### src/rtl/mux_pkg.sv
// Shared types and helpers for the LED multiplexing row sequencer.
package mux_pkg;

    localparam int NB_MUX_ROWS = 4;

    // One-hot multiplexing row; all zeros means no row is lit.
    typedef logic [NB_MUX_ROWS-1:0] mux_row_t;

    typedef enum logic [2:0] {
        IDLE,
        SHIFT,
        WAIT,
        BLANK,
        LATCH
    } mux_seq_state_t;

    // Rotation 0000 -> 0001 -> 0010 -> 0100 -> 1000 -> 0001.
    function automatic mux_row_t next_mux_row(input mux_row_t row);
        mux_row_t nxt;
        if (row == '0) begin
            nxt = {{(NB_MUX_ROWS-1){1'b0}}, 1'b1};
        end else begin
            nxt = {row[NB_MUX_ROWS-2:0], row[NB_MUX_ROWS-1]};
        end
        return nxt;
    endfunction

endpackage

### src/rtl/row_timer.sv
// Saturating count of cycles since the current row was lit, plus the
// derived shift deadline flags.
module row_timer #(
    parameter int ROW_PERIOD = 64,
    parameter int DEAD_TIME  = 4
) (
    input  logic clk,
    input  logic nrst,
    input  logic i_clear,     // restart at 0 on the next cycle
    input  logic i_row_lit,   // a multiplexing row is currently selected
    output logic o_deadline,  // shifting must be finished by now
    output logic o_late       // the deadline was already behind us
);

    localparam int TW = $clog2(ROW_PERIOD);
    localparam logic [TW-1:0] T_MAX      = TW'(ROW_PERIOD - 1);
    localparam logic [TW-1:0] T_DEADLINE = TW'(ROW_PERIOD - DEAD_TIME - 2);

    logic [TW-1:0] r_count;

    // Count lit cycles, holding at the row period limit.
    // NOTE: non-blocking assignments so every flop updates from pre-edge values.
    always_ff @(posedge clk or negedge nrst) begin
        if (!nrst) begin
            r_count <= '0;
        end else if (i_clear) begin
            r_count <= '0;
        end else if (r_count != T_MAX) begin
            r_count <= r_count + TW'(1);
        end
    end

    // With no row lit there is nothing to protect, so the deadline is
    // always considered reached but never missed.
    assign o_deadline = !i_row_lit || (r_count >= T_DEADLINE);
    assign o_late     = i_row_lit && (r_count > T_DEADLINE);

endmodule

### src/rtl/mux_row_sequencer.sv
// Steps the four multiplexing rows, scans the driver output index while a
// row is lit, then blanks, latches and moves to the next row.
module mux_row_sequencer
    import mux_pkg::*;
#(
    parameter int NB_LEDS_PER_GROUP = 16,
    parameter int ROW_PERIOD        = 64,
    parameter int DEAD_TIME         = 4,
    localparam int LED_W            = $clog2(NB_LEDS_PER_GROUP)
) (
    input  logic             clk,
    input  logic             nrst,
    input  logic             enable,
    input  logic             frame_sync,
    input  logic             led_ready,
    output mux_row_t         row_en,
    output logic [LED_W-1:0] led,
    output logic             led_valid,
    output logic             latch,
    output logic             overrun
);

    localparam int BW = $clog2(DEAD_TIME + 1);
    localparam logic [LED_W-1:0] LED_LAST   = LED_W'(NB_LEDS_PER_GROUP - 1);
    localparam logic [BW-1:0]    BLANK_LAST = BW'(DEAD_TIME - 1);

    mux_seq_state_t   r_state,     w_state_nxt;
    mux_row_t         r_cur_row,   w_cur_row_nxt;
    logic [LED_W-1:0] r_led,       w_led_nxt;
    logic [BW-1:0]    r_blank_cnt, w_blank_cnt_nxt;
    logic             r_overrun,   w_overrun_nxt;
    logic             r_pending,   w_pending_nxt;

    mux_row_t         r_row_en;
    logic             r_led_valid;
    logic             r_latch;

    logic             w_deadline;
    logic             w_late;
    logic             w_timer_clear;
    logic             w_handshake;

    assign w_handshake   = r_led_valid && led_ready;
    // Restart the timer whenever the selected row changes, and keep it at 0
    // while no row is lit.
    assign w_timer_clear = (w_cur_row_nxt != r_cur_row) || (r_cur_row == '0);

    row_timer #(
        .ROW_PERIOD (ROW_PERIOD),
        .DEAD_TIME  (DEAD_TIME)
    ) u_row_timer (
        .clk        (clk),
        .nrst       (nrst),
        .i_clear    (w_timer_clear),
        .i_row_lit  (r_cur_row != '0),
        .o_deadline (w_deadline),
        .o_late     (w_late)
    );

    // Next-state and next-value logic for the sequencer.
    // NOTE: every signal gets a default first so no path leaves it unassigned (no latches).
    always_comb begin
        w_state_nxt     = r_state;
        w_cur_row_nxt   = r_cur_row;
        w_led_nxt       = r_led;
        w_blank_cnt_nxt = '0;
        w_overrun_nxt   = r_overrun;
        w_pending_nxt   = r_pending | frame_sync;

        case (r_state)
            IDLE: begin
                // Already aligned to row 0, so a frame_sync here is dropped.
                w_pending_nxt = 1'b0;
                w_cur_row_nxt = '0;
                w_led_nxt     = '0;
                if (enable) begin
                    w_state_nxt = SHIFT;
                end else begin
                    w_overrun_nxt = 1'b0;
                end
            end
            SHIFT: begin
                if (w_handshake) begin
                    if (r_led == LED_LAST) begin
                        w_led_nxt = '0;
                        if (w_deadline) begin
                            w_state_nxt = BLANK;
                            if (w_late) begin
                                w_overrun_nxt = 1'b1;
                            end
                        end else begin
                            w_state_nxt = WAIT;
                        end
                    end else begin
                        w_led_nxt = r_led + LED_W'(1);
                    end
                end
            end
            WAIT: begin
                if (w_deadline) begin
                    w_state_nxt = BLANK;
                end
            end
            BLANK: begin
                if (r_blank_cnt == BLANK_LAST) begin
                    if (r_pending) begin
                        // Realign: reshift for row 0 with nothing lit.
                        w_pending_nxt = 1'b0;
                        w_cur_row_nxt = '0;
                        w_state_nxt   = SHIFT;
                    end else begin
                        w_state_nxt = LATCH;
                    end
                end else begin
                    w_blank_cnt_nxt = r_blank_cnt + BW'(1);
                end
            end
            LATCH: begin
                if (enable) begin
                    w_cur_row_nxt = next_mux_row(r_cur_row);
                    w_state_nxt   = SHIFT;
                end else begin
                    w_cur_row_nxt = '0;
                    w_state_nxt   = IDLE;
                end
            end
            default: begin
                w_state_nxt = IDLE;
            end
        endcase
    end

    // Sequencer state registers.
    always_ff @(posedge clk or negedge nrst) begin
        if (!nrst) begin
            r_state     <= IDLE;
            r_cur_row   <= '0;
            r_led       <= '0;
            r_blank_cnt <= '0;
            r_overrun   <= 1'b0;
            r_pending   <= 1'b0;
        end else begin
            r_state     <= w_state_nxt;
            r_cur_row   <= w_cur_row_nxt;
            r_led       <= w_led_nxt;
            r_blank_cnt <= w_blank_cnt_nxt;
            r_overrun   <= w_overrun_nxt;
            r_pending   <= w_pending_nxt;
        end
    end

    // Output registers decoded from the next state so they line up with it.
    always_ff @(posedge clk or negedge nrst) begin
        if (!nrst) begin
            r_row_en    <= '0;
            r_led_valid <= 1'b0;
            r_latch     <= 1'b0;
        end else begin
            r_row_en    <= (w_state_nxt == BLANK || w_state_nxt == LATCH) ? '0 : w_cur_row_nxt;
            r_led_valid <= (w_state_nxt == SHIFT);
            r_latch     <= (w_state_nxt == LATCH);
        end
    end

    assign row_en    = r_row_en;
    assign led       = r_led;
    assign led_valid = r_led_valid;
    assign latch     = r_latch;
    assign overrun   = r_overrun;

endmodule

### config.mk
export PLATFORM = sky130hd
export DESIGN_NAME = mux_row_sequencer
export DESIGN_NICKNAME = d
export VERILOG_FILES = /design/src/rtl/mux_pkg.sv /design/src/rtl/row_timer.sv /design/src/rtl/mux_row_sequencer.sv
export SDC_FILE = /design/constraint.sdc
export NUM_CORES = 1
export LEC_CHECK = 0
export ABC_AREA = 1
export CORE_MARGIN = 2
export CORE_UTILIZATION = 55
export DETAILED_ROUTE_END_ITERATION = 8
export PLACE_DENSITY = 0.89
export SYNTH_ARGS = -nofsm -noshare
export SYNTH_HDL_FRONTEND = slang
export SYNTH_SLANG_ARGS = --single-unit
### constraint.sdc
create_clock -name clk -period 1.6 [get_ports clk]
set_input_delay 0.24 -clock clk [delete_from_list [all_inputs] [get_ports clk]]
set_output_delay 0.24 -clock clk [all_outputs]
set_load 0.02 [all_outputs]
==> reports/metrics.csv <==
metric,value,unit
status,"finished, final reports clean",
startpoint types,flop,
Logic pwr share,39.8,%
I/O pin count,16,
largest net degree at the start of global routing,29,
Fin Setup TNS,0,ps
post-route cell area,1680,µm²
Routability Congestion,0.830,
final wirelength,2.57,mm
antenna cell count,0,
Clk network pwr share,16.3,%
Max Buffers Root-to-Sink,2,
Synth Instances,180,
fin. max-slew vios,0,
Die Footprint,3020,µm²
most frequent cell after synthesis,inv_1,
first-pass GRT wire length,4.36,mm
Clock Latency Late Sink,320,ps
Critical Path End Type,primary output,
Net Sw Power,0.811,mW
input/output buffers,15,
VDD IR max,1.25,mV
H-tree depth,1,
Crit path max-delay family,buffers and inverters,
crit path DAT,1300,ps
row cnt,18,
Synth top area share,49.1,%
placed cell area,1620,µm²
Syn-to-layout area delta,17.5,%
RSZ-0062 raised after global routing,false,
clock sinks,28,
worst path bufs/invs,1,
share of cells above drive strength 1,15.8,%
crit-path cells,clkdlybuf4s50_1,
total grt overflow,0,
max-cap violation count,0,
Max transition margin,77.0,%
Int Power,1.26,mW
worst-path maximum fanout,2,
library cells used by synthesis,19,
Root Buffer,clkbuf_4,
Initial Util,57.6,%
part of the Yosys area used for sequential elements,49.1,%
Worst-path clk slew,140,ps
TritonRoute pass-1 iters,4,
initial antenna violation count,0,
vias in the first global route,1075,
Setup Skew,1.48,ps
Leak Pwr,0.888,nW
largest cells by area after synthesis,"dfrtp_1, inv_1, nand2_1",
Critical Path RT,1360,ps
Post-DP HPWL,2.02,mm
Avg Synthesized Cell Area,7.92,µm²
synth warn,0,
Cell Pwr Density,1240,nW/µm²
Least-Margin Pin Slew,346,ps
cell area after synthesis,1430,µm²
switch share,39.1,%
Flop pwr share,43.9,%
top_reg_cell synth,dfrtp_1,
Residual DRC,0,
fmax,650,MHz
cts bufs inserted,3,
via count,1145,
fraction of the cycle the final worst path needs,96.2,%
fin crit period,1540,ps
# hold bufs at CTS,0,
Critical Setup Path Class,flop to primary output,
syn nets,189,
CP peak stage delay,600,ps
TritonCTS clock tree,yes,
Wirelength per Cell,11.0,µm
Seq cells post-synth,28,
worst hold path type,input pin to asynchronous set/reset pin,
Final Hold Fails,0,
die height,54.9,µm
Die W,54.9,µm
async set or reset register ratio after synthesis,100,%
Setup Viol. Count Final,0,
Routed Antenna Nets,0,
starting DRC count in detailed routing,12,
All-Layer GR Usage,20.3,%
nets,213,
most instantiated cells after synthesis,"inv_1, nand2_1, nor2_1, dfrtp_1",
Core Box Area,2480,µm²
Post-synth EDFFs,0,
drt via density,4.91,
CP max stage cell,clkdlybuf4s50_1,
leading area contributor after synthesis,dfrtp_1,
[power by group through the flow]
| stage | combinational (mW) | clock (mW) | sequential, mW |
|---|---|---|---|
| 2_1_floorplan | 0.538 | 0 | 0.959 |
| 3_3_place_gp | 0.786 | 0 | 0.921 |
| 3_5_place_dp | 0.808 | 0 | 0.934 |
| 4_1_cts | 0.780 | 0.347 | 0.918 |
| 5_1_grt | 0.937 | 0.373 | 0.928 |
| 6_report | 0.825 | 0.338 | 0.910 |
[cell families (layout without fill, tap and decap cells)]
group | Yosys count | count (layout) | synth area share [%]
AO/OA/AOI/OAI | 21 | 21 | 8.60
XOR/XNOR | 2 | 2 | 1.23
adder cells (fa/ha/maj) | 4 | 4 | 3.51
buffers and inverters | 35 | 58 | 9.74
flip-flops | 28 | 28 | 49.1
AND/OR/NAND/NOR | 90 | 90 | 27.8
[final cells by class]
type | instances | area (µm²)
repair buffers | 20 | 183
well taps | 30 | 37.5
multi-input cells | 117 | 591
inverters | 34 | 128
fillers | 219 | 802
clock buffers | 4 | 36.3
flip-flops and latches | 28 | 701
[per-stage QoR]
stage / std cells / util (%) / total power [mW] / hold slack (ps) / worst slack (ps)
2_1_floorplan: 180 / - / 1.50 / -55.6 / 187
3_3_place_gp: 226 / 65.3 / 1.71 / 422 / 113
3_5_place_dp: 226 / 65.3 / 1.74 / 422 / 74.0
4_1_cts: 230 / 66.6 / 2.05 / 297 / 44.9
5_1_grt: 233 / 67.6 / 2.24 / 316 / 2.41
6_report: 233 / 67.6 / 2.07 / 280 / 60.9
[layer usage]
layer	global-route usage (%)	wire, µm	vias to the layer above
met2	34.9	1330	18
met5	0	0	-
met3	3.23	91	2
met4	7.32	19	0
li1	-	-	602
met1	25.7	1130	523
[cell usage in the layout, fill, tap and decap left out, types with 3 or more instances in the layout]
master and instances:
inv_1 31, a21oi_2 4, a21oi_1 9, dlygate4sd2_1 4
nand2_1 31, clkbuf_4 3, inv_2 3, nand3_1 9
ha_1 4, buf_4 5, nand2_2 8, nor2_1 29
clkdlybuf4s50_1 11, dfrtp_1 28, nor2_2 6, nor3_1 4
o21ai_0 5
[registers in the layout (all words and copies together) (netlist names)]
| signal | cells |
|---|---|
| led_valid | 1 |
| led | 4 |
| latch | 1 |
| row_en | 4 |
| overrun | 1 |
| r_blank_cnt | 3 |
| u_row_timer.r_count | 6 |
| r_pending | 1 |
| r_cur_row | 4 |
| r_state | 3 |
[path summary, 6_finish.rpt]
kind,start,end,cells after the start,slack [ps]
max in group asynchronous,nrst,led_valid,2,1060
worst min-delay path,nrst,led[0],2,280
worst max-delay path,overrun,overrun,1,60
min in group clk,r_blank_cnt[0],r_blank_cnt[0],1,450
worst min register to register,r_blank_cnt[0],r_blank_cnt[0],1,450
worst max register to register,u_row_timer.r_count[0],u_row_timer.r_count[1],9,130
[what timing repair did]
item	in CTS	in global routing
setup buffers	0	3
gates resized for setup	4	2
endpoints found under the setup margin	4	4
Note: power is estimated with default switching activity, not from simulation.
